**src/rtl/multicycle_control_if.sv**
```systemverilog
// Control bus between the multicycle MIPS main control FSM and its datapath.
// The controller drives every control line. The datapath supplies the
// instruction opcode and the memory completion strobe.
interface multicycle_control_if;
    logic [5:0] opcode;
    logic       mem_ready;
    logic       IorD;
    logic       MemRead;
    logic       MemWrite;
    logic       IRWrite;
    logic       MemtoReg;
    logic       RegDst;
    logic       RegWrite;
    logic       PCWrite;
    logic       PCWriteCond;
    logic       BranchNE;
    logic [1:0] PCSource;
    logic       ALUSrcA;
    logic [1:0] ALUSrcB;
    logic [2:0] ALUOp;
    logic       ZeroExt;
    logic       LuiSel;
    logic       illegal_op;
    logic [3:0] state;

    modport master (
        input  opcode, mem_ready,
        output IorD, MemRead, MemWrite, IRWrite, MemtoReg, RegDst, RegWrite,
               PCWrite, PCWriteCond, BranchNE, PCSource, ALUSrcA, ALUSrcB,
               ALUOp, ZeroExt, LuiSel, illegal_op, state
    );

    modport slave (
        output opcode, mem_ready,
        input  IorD, MemRead, MemWrite, IRWrite, MemtoReg, RegDst, RegWrite,
               PCWrite, PCWriteCond, BranchNE, PCSource, ALUSrcA, ALUSrcB,
               ALUOp, ZeroExt, LuiSel, illegal_op, state
    );
endinterface

```
**src/rtl/multicycle_control.sv**
```systemverilog
// Main control FSM for the multicycle MIPS datapath.
// Steps each instruction through fetch/decode/execute/memory/write-back and
// drives the datapath controls combinationally from the state, the latched
// opcode and mem_ready. All controls read 0 while rst_n is low.
// Build option: define MULTICYCLE_LUI_EN to decode LUI (6'h0F); otherwise
// LUI is treated as an illegal opcode and LuiSel stays 0.
module multicycle_control (
    input  logic                       clk,
    input  logic                       rst_n,
    multicycle_control_if.master       bus
);

    localparam logic [5:0] OP_R    = 6'h00;
    localparam logic [5:0] OP_J    = 6'h02;
    localparam logic [5:0] OP_BEQ  = 6'h04;
    localparam logic [5:0] OP_BNE  = 6'h05;
    localparam logic [5:0] OP_ADDI = 6'h08;
    localparam logic [5:0] OP_ANDI = 6'h0C;
    localparam logic [5:0] OP_LW   = 6'h23;
    localparam logic [5:0] OP_SW   = 6'h2B;
`ifdef MULTICYCLE_LUI_EN
    localparam logic [5:0] OP_LUI  = 6'h0F;
`endif

    typedef enum logic [3:0] {
        S_FETCH  = 4'd0,
        S_DECODE = 4'd1,
        S_MEMADR = 4'd2,
        S_MEMRD  = 4'd3,
        S_MEMWB  = 4'd4,
        S_MEMWR  = 4'd5,
        S_RTEXEC = 4'd6,
        S_RTWB   = 4'd7,
        S_BRANCH = 4'd8,
        S_IEXEC  = 4'd9,
        S_IWB    = 4'd10,
        S_JUMP   = 4'd11
    } state_e;

    state_e     state_q, state_d;
    logic [5:0] op_q, op_d;
    logic       lui_sel_c;

    // LUI selection only exists when the feature is built in
`ifdef MULTICYCLE_LUI_EN
    assign lui_sel_c = (op_q == OP_LUI);
`else
    assign lui_sel_c = 1'b0;
`endif

    // Next-state logic; opcode is captured as DECODE is left
    always_comb begin
        state_d = S_FETCH;
        op_d    = op_q;
        case (state_q)
            S_FETCH:  state_d = bus.mem_ready ? S_DECODE : S_FETCH;
            S_DECODE: begin
                op_d = bus.opcode;
                case (bus.opcode)
                    OP_LW, OP_SW:     state_d = S_MEMADR;
                    OP_R:             state_d = S_RTEXEC;
                    OP_BEQ, OP_BNE:   state_d = S_BRANCH;
                    OP_ADDI, OP_ANDI: state_d = S_IEXEC;
`ifdef MULTICYCLE_LUI_EN
                    OP_LUI:           state_d = S_IEXEC;
`endif
                    OP_J:             state_d = S_JUMP;
                    default:          state_d = S_FETCH;
                endcase
            end
            S_MEMADR: state_d = (op_q == OP_SW) ? S_MEMWR : S_MEMRD;
            S_MEMRD:  state_d = bus.mem_ready ? S_MEMWB : S_MEMRD;
            S_MEMWR:  state_d = bus.mem_ready ? S_FETCH : S_MEMWR;
            S_RTEXEC: state_d = S_RTWB;
            S_IEXEC:  state_d = S_IWB;
            default:  state_d = S_FETCH;
        endcase
    end

    // State and latched opcode registers
    always_ff @(posedge clk or negedge rst_n) begin
        if (!rst_n) begin
            state_q <= S_FETCH;
            op_q    <= 6'h00;
        end else begin
            state_q <= state_d;
            op_q    <= op_d;
        end
    end

    // Per-state control decode; everything is held at 0 during reset
    always_comb begin
        bus.IorD        = 1'b0;
        bus.MemRead     = 1'b0;
        bus.MemWrite    = 1'b0;
        bus.IRWrite     = 1'b0;
        bus.MemtoReg    = 1'b0;
        bus.RegDst      = 1'b0;
        bus.RegWrite    = 1'b0;
        bus.PCWrite     = 1'b0;
        bus.PCWriteCond = 1'b0;
        bus.BranchNE    = 1'b0;
        bus.PCSource    = 2'b00;
        bus.ALUSrcA     = 1'b0;
        bus.ALUSrcB     = 2'b00;
        bus.ALUOp       = 3'b000;
        bus.ZeroExt     = 1'b0;
        bus.LuiSel      = 1'b0;
        bus.illegal_op  = 1'b0;
        if (rst_n) begin
            case (state_q)
                S_FETCH: begin
                    bus.MemRead = 1'b1;
                    bus.ALUSrcB = 2'b01;
                    bus.ALUOp   = 3'b010;
                    bus.IRWrite = bus.mem_ready;
                    bus.PCWrite = bus.mem_ready;
                end
                S_DECODE: begin
                    bus.ALUSrcB = 2'b11;
                    bus.ALUOp   = 3'b010;
                    // An opcode that leaves DECODE straight to FETCH is unknown
                    bus.illegal_op = (state_d == S_FETCH);
                end
                S_MEMADR: begin
                    bus.ALUSrcA = 1'b1;
                    bus.ALUSrcB = 2'b10;
                    bus.ALUOp   = 3'b010;
                end
                S_MEMRD: begin
                    bus.MemRead = 1'b1;
                    bus.IorD    = 1'b1;
                end
                S_MEMWB: begin
                    bus.RegWrite = 1'b1;
                    bus.MemtoReg = 1'b1;
                end
                S_MEMWR: begin
                    bus.MemWrite = 1'b1;
                    bus.IorD     = 1'b1;
                end
                S_RTEXEC: bus.ALUSrcA = 1'b1;
                S_RTWB: begin
                    bus.RegWrite = 1'b1;
                    bus.RegDst   = 1'b1;
                end
                S_BRANCH: begin
                    bus.ALUSrcA     = 1'b1;
                    bus.ALUOp       = 3'b001;
                    bus.PCWriteCond = 1'b1;
                    bus.PCSource    = 2'b01;
                    bus.BranchNE    = (op_q == OP_BNE);
                end
                S_IEXEC: begin
                    bus.ALUSrcA = 1'b1;
                    bus.ALUSrcB = 2'b10;
                    bus.ZeroExt = (op_q == OP_ANDI);
                    bus.LuiSel  = lui_sel_c;
                    if (op_q == OP_ADDI)      bus.ALUOp = 3'b011;
                    else if (op_q == OP_ANDI) bus.ALUOp = 3'b100;
                    else                      bus.ALUOp = 3'b010;
                end
                S_IWB: begin
                    bus.RegWrite = 1'b1;
                    bus.ZeroExt  = (op_q == OP_ANDI);
                    bus.LuiSel   = lui_sel_c;
                end
                S_JUMP: begin
                    bus.PCWrite  = 1'b1;
                    bus.PCSource = 2'b10;
                end
                default: ;
            endcase
        end
    end

    assign bus.state = rst_n ? state_q : 4'd0;

endmodule
```
**src/flat_wrapper.sv**
```systemverilog
// flat-port wrapper written by rule: the top's interface ports become plain ports
module multicycle_control_flat 
  (clk, rst_n, bus_opcode, bus_mem_ready, bus_IorD, bus_MemRead, bus_MemWrite, bus_IRWrite, bus_MemtoReg, bus_RegDst, bus_RegWrite, bus_PCWrite, bus_PCWriteCond, bus_BranchNE, bus_PCSource, bus_ALUSrcA, bus_ALUSrcB, bus_ALUOp, bus_ZeroExt, bus_LuiSel, bus_illegal_op, bus_state);
  multicycle_control_if bus_i ();
  input  logic clk;
  input  logic rst_n;
  input wire logic [$bits(bus_i.opcode)-1:0] bus_opcode;
  input wire logic [$bits(bus_i.mem_ready)-1:0] bus_mem_ready;
  output wire logic [$bits(bus_i.IorD)-1:0] bus_IorD;
  output wire logic [$bits(bus_i.MemRead)-1:0] bus_MemRead;
  output wire logic [$bits(bus_i.MemWrite)-1:0] bus_MemWrite;
  output wire logic [$bits(bus_i.IRWrite)-1:0] bus_IRWrite;
  output wire logic [$bits(bus_i.MemtoReg)-1:0] bus_MemtoReg;
  output wire logic [$bits(bus_i.RegDst)-1:0] bus_RegDst;
  output wire logic [$bits(bus_i.RegWrite)-1:0] bus_RegWrite;
  output wire logic [$bits(bus_i.PCWrite)-1:0] bus_PCWrite;
  output wire logic [$bits(bus_i.PCWriteCond)-1:0] bus_PCWriteCond;
  output wire logic [$bits(bus_i.BranchNE)-1:0] bus_BranchNE;
  output wire logic [$bits(bus_i.PCSource)-1:0] bus_PCSource;
  output wire logic [$bits(bus_i.ALUSrcA)-1:0] bus_ALUSrcA;
  output wire logic [$bits(bus_i.ALUSrcB)-1:0] bus_ALUSrcB;
  output wire logic [$bits(bus_i.ALUOp)-1:0] bus_ALUOp;
  output wire logic [$bits(bus_i.ZeroExt)-1:0] bus_ZeroExt;
  output wire logic [$bits(bus_i.LuiSel)-1:0] bus_LuiSel;
  output wire logic [$bits(bus_i.illegal_op)-1:0] bus_illegal_op;
  output wire logic [$bits(bus_i.state)-1:0] bus_state;
  assign bus_i.opcode = bus_opcode;
  assign bus_i.mem_ready = bus_mem_ready;
  assign bus_IorD = bus_i.IorD;
  assign bus_MemRead = bus_i.MemRead;
  assign bus_MemWrite = bus_i.MemWrite;
  assign bus_IRWrite = bus_i.IRWrite;
  assign bus_MemtoReg = bus_i.MemtoReg;
  assign bus_RegDst = bus_i.RegDst;
  assign bus_RegWrite = bus_i.RegWrite;
  assign bus_PCWrite = bus_i.PCWrite;
  assign bus_PCWriteCond = bus_i.PCWriteCond;
  assign bus_BranchNE = bus_i.BranchNE;
  assign bus_PCSource = bus_i.PCSource;
  assign bus_ALUSrcA = bus_i.ALUSrcA;
  assign bus_ALUSrcB = bus_i.ALUSrcB;
  assign bus_ALUOp = bus_i.ALUOp;
  assign bus_ZeroExt = bus_i.ZeroExt;
  assign bus_LuiSel = bus_i.LuiSel;
  assign bus_illegal_op = bus_i.illegal_op;
  assign bus_state = bus_i.state;
  multicycle_control u_core (.clk(clk), .rst_n(rst_n), .bus(bus_i));
endmodule
```
**config.mk**
```make
export PLATFORM = sky130hd
export DESIGN_NAME = multicycle_control_flat
export DESIGN_NICKNAME = d
export VERILOG_FILES = /design/src/rtl/multicycle_control_if.sv /design/src/rtl/multicycle_control.sv /design/src/flat_wrapper.sv
export SDC_FILE = /design/constraint.sdc
export NUM_CORES = 1
export LEC_CHECK = 0
export CAP_MARGIN = 40
export CORE_MARGIN = 3
export CORE_UTILIZATION = 44
export CTS_CLUSTER_DIAMETER = 60
export DETAILED_ROUTE_END_ITERATION = 16
export GPL_TIMING_DRIVEN = 0
export PLACE_DENSITY = 0.8
export SYNTH_ARGS = -nofsm -noshare
export SYNTH_HDL_FRONTEND = slang
export SYNTH_SLANG_ARGS = --single-unit
```
**constraint.sdc**
```tcl
create_clock -name clk -period 1.9 [get_ports clk]
set_clock_uncertainty 0.1 [all_clocks]
set_input_delay 0.38 -clock clk [delete_from_list [all_inputs] [get_ports clk]]
set_output_delay 0.38 -clock clk [all_outputs]
set_load 0.1 [all_outputs]
```
==> results.yml, run 1 <==
yosys:
  synth_nets: 127
  synth_area_um2: 928
  postSynthCellCount: 118
  ys_ff_latch: 10
  synth.area.top_cells: "dfrtp_1 27%, mux2_2 7.3%, nor2_1 4.4%, nand3_1 4.3%, nand2_1 4.0%"
  ys_warn_count: 0
  netlist.area_leader.share_pct: 27.0
  yosys.area.top_type: "dfrtp_1"
  ys_seq_area_share_pct: 27.0
  synth.distinct_cells: 36
  syn_area_per_cell_um2: 7.87
status:
  error: "[ERROR DPL-0038] Utilization greater than 100%, impossible to legalize"
  lastStage: "3_5_place_dp"
  outcome: "aborted with a tool error"
floorplanning:
  die_x_um: 51.9
  die_height_um: 51.9
  pin_count: 34
  start_util_pct: 50.0
  rows: 15
place:
  place_congestion: 0.862
  port_buffers: 32
## cell usage after synthesis
master / instances
or4b_4: 1
nand3_1: 8
nor4b_1: 2
or2_2: 1
a21oi_1: 7
inv_1: 5
a21boi_0: 2
nand2b_4: 1
o21ai_0: 4
a311o_2: 1
nor2b_1: 2
o32a_1: 1
a221oi_1: 1
nor3_4: 1
a211oi_1: 1
o22ai_1: 1
conb_1: 1
clkbuf_1: 3
o31ai_1: 2
nor4_1: 2
and2_1: 5
nor3b_1: 5
nor3_1: 6
buf_2: 3
dfrtp_1: 10
mux2_2: 6
buf_4: 2
xor2_1: 1
and4_1: 3
mux2i_1: 1
nand2b_1: 3
buf_6: 2
and3_1: 2
and3b_1: 1
nand2_1: 10
nor2_1: 11
## through the flow
step           area (um^2)  hold WS (ns)
2_1_floorplan         1180       -0.0156
3_3_place_gp          1530         0.409
## cell families after synthesis
family	share of synthesized area, %
multiplexers	8.36
flip-flops	27.0
AO/OA/AOI/OAI	13.9
XOR/XNOR	0.944
other	0.404
AND/OR/NAND/NOR	40.6
buffers and inverters	8.89
==> run 2, diff against run 1 <==
--- a/config.mk
+++ b/config.mk
@@ -6,12 +6,11 @@
 export NUM_CORES = 1
 export LEC_CHECK = 0
 export CAP_MARGIN = 40
-export CORE_MARGIN = 3
-export CORE_UTILIZATION = 44
-export CTS_CLUSTER_DIAMETER = 60
+export CORE_AREA = 3 3 64 66
 export DETAILED_ROUTE_END_ITERATION = 16
+export DIE_AREA = 0 0 67 69
 export GPL_TIMING_DRIVEN = 0
-export PLACE_DENSITY = 0.8
+export PLACE_DENSITY_LB_ADDON = 0.15
 export SYNTH_ARGS = -nofsm -noshare
 export SYNTH_HDL_FRONTEND = slang
 export SYNTH_SLANG_ARGS = --single-unit
==> run 2 against run 1 <==
Net effect:
- the flow now finishes, with violations (negative setup slack)
- area after synthesis is the same
- synthesized cell count unchanged
==> results.yml, run 2 <==
power:
  power.density_mw_per_mm2: 1480
  vdd_drop_max_mv: 0.705
  power.total_mw: 3.54
  p_leak_nw: 0.959
place:
  port_buffers: 32
  post-place-cells: 222
  dpl_cell_area_mm2: 0.00192
  pre_cts_slack_ns: -1.48
  hpwlAfterDp_um: 2450
  place_congestion: 0.762
yosys:
  netlist.area_leader.share_pct: 27.0
  ys_ff_latch: 10
  synth.most_common_cell: "nor2_1"
  synth_area_um2: 928
  synth.distinct_cells: 36
  yosys.area.top_type: "dfrtp_1"
  synth_edf_count: 0
  async_flop_share_pct: 100
  ys_warn_count: 0
  synth_nets: 127
  synth.area.top_cells: "dfrtp_1 27%, mux2_2 7.3%, nor2_1 4.4%, nand3_1 4.3%, nand2_1 4.0%"
  postSynthCellCount: 118
  synthFlopType: "dfrtp_1"
  syn_area_per_cell_um2: 7.87
  synth_common_cells: "11 x nor2_1, 10 x dfrtp_1, 10 x nand2_1"
  ys_seq_area_share_pct: 27.0
finish:
  utilization_pct: 65.6
  layout.nets: 202
  fin_cells: 240
  largest_register_ff_count: 6
  area_delta_synth_final_pct: 157
  top_register: "u_core.op_q"
  layout_commonest_cell: "buf_12"
  stdcell_area_mm2: 0.00238
  final_cell_mix: "27 x buf_12, 20 x buf_4, 18 x buf_6"
  nFillCells: 289
  reg.largest.list: "u_core.op_q: 6 flops, u_core.state_q: 4 flops"
  drive_gt1_share_pct: 69.8
  diodes: 0
clocking:
  clockRootBuffer: "clkbuf_8"
  clockBufferDepth: 2
  tritoncts: "built"
  clock-sinks: 10
  path_clk_slew_ns: 0.05
  htreeDepth: 1
  cts_buffers: 3
  worst_skew_pair.late_latency_ns: 0.24
timing:
  worst_slack_ns: -0.337
  whs_ns: 0.402
  finalHoldViolCount: 0
  fin_tns_setup_ns: -3.04
  fin_crit_sh_pct: 118
  setup_violations: 20
  rsz0062_at_grt: "yes"
  slew_viol_final: 0
  timing.fmax_mhz: 447
  post-route-min-period_ns: 2.24
run:
  maxCapViolations: 0
drt:
  drt-total-wl_um: 3790
  first_iter_violations: 46
  ant_nets: 0
  first_pass_iters: 4
  post-route-drc-count: 0
  vias_per_cell: 5.10
  post_drt_wl_per_cell_um: 15.8
  vias: 1225
critical_path:
  reg2reg_slack_ns: 0.23
  worstSetupPathType: "reg -> out"
  crit_fanout: 2
  reg2reg_depth: 6
  worstReg2RegEnd: "u_core.op_q[3]"
  r2r_start: "u_core.state_q[1]"
  crit_path_start_kind: "flop"
  cp-end-kind: "output port"
  crit_arrival_ns: 1.76
  critical_path_required_ns: 1.42
grt:
  grt_pass1_wl_um: 6230
  grt_pass1_vias: 1282
  grt_max_degree: 11
  overflow: 0
  track_usage_pct: 17.3
  grt_antenna_before_repair: 0
status:
  violations: "negative setup slack"
  outcome: "finished with violations"
hold_path:
  hold_class: "in -> reg"
  holdPathEnd: "u_core.op_q[1]"
  worstHoldStart: "bus_opcode[1]"
  whs_path_depth: 2
floorplanning:
  die_x_um: 67
  start_util_pct: 25.6
  die_height_um: 69
  coreArea_mm2: 0.00363
  dieArea_mm2: 0.00462
  pin_count: 34
  rows: 22
==> run 2: cell counts after synthesis <==
No cell type changed its count.
==> run 2: cells by family after synthesis <==
logic type | share of synthesized area [%]
buffers and inverters | 8.89
multiplexers | 8.36
AO/OA/AOI/OAI | 13.9
other | 0.404
flip-flops | 27.0
AND/OR/NAND/NOR | 40.6
XOR/XNOR | 0.944
==> run 2: timing repair <==
action                                  CTS  global route
hold buffers                              1             0
pin swaps                                19            16
resized for setup                       106            19
gates cloned                              1             0
endpoints found under the hold margin    10             0
endpoints found under the setup margin   24            21
setup buffers                            29             7
==> run 2: power breakdown <==
group          leakage [nW]  internal (mW)  switching (mW)
sequential            0.122          0.312          0.0929
combinational         0.809           1.29            1.57
clock                0.0288          0.182          0.0853
==> run 2: routing by layer <==
layer / vias to the layer above / wire [um] / GRT usage [%]
met3: 5 / 129 / 1.79
met4: 0 / 45 / 6.76
li1: 574 / - / -
met1: 610 / 1510 / 19.7
met5: - / 0 / 0
met2: 36 / 2100 / 31.8
==> run 2: area by class of cell <==
type                            count  area (um^2)  area share [%]
Clock buffer                        4         55.1            2.31
Inverter                            5         31.3            1.31
Sequential cell                    10          253            10.6
Tap cell                           48         60.1            2.52
Timing Repair Buffer               73          946            39.7
Multi-Input combinational cell     93          933            39.2
Buffer                              7          104            4.36
==> run 2: critical path, cell delays in order (launching register included) <==
cell and delay [ns]:
dfrtp_2 0.39, buf_4 0.15, nor3b_2 0.17, a21oi_1 0.07, o32a_1 0.37, and4_4 0.21
buf_12 0.16
==> run 2: worst max path at each step <==
stage | cells after the start | endpoint | start | slack, ns
final | 6 | bus_illegal_op | u_core.state_q[3] | -0.34
after global routing | 6 | bus_illegal_op | u_core.state_q[1] | -0.37
after CTS | 5 | bus_illegal_op | u_core.op_q[4] | -0.31
after detailed placement | 6 | bus_MemtoReg | rst_n | -1.48
after global placement | 6 | bus_PCSource[0] | rst_n | -1.87
after floorplan | 4 | bus_ALUOp[0] | u_core.state_q[2] | -0.47
(Power assumes the default switching activity.)
==> run 3, diff against run 2 <==
--- a/config.mk
+++ b/config.mk
@@ -7,8 +7,10 @@
 export LEC_CHECK = 0
 export CAP_MARGIN = 40
 export CORE_AREA = 3 3 64 66
+export CTS_CLUSTER_SIZE = 40
 export DETAILED_ROUTE_END_ITERATION = 16
 export DIE_AREA = 0 0 67 69
+export GPL_ROUTABILITY_DRIVEN = 1
 export GPL_TIMING_DRIVEN = 0
 export PLACE_DENSITY_LB_ADDON = 0.15
 export SYNTH_ARGS = -nofsm -noshare
==> results of run 3 <==
Final layout, timing and power as in run 2 (identical DEF).
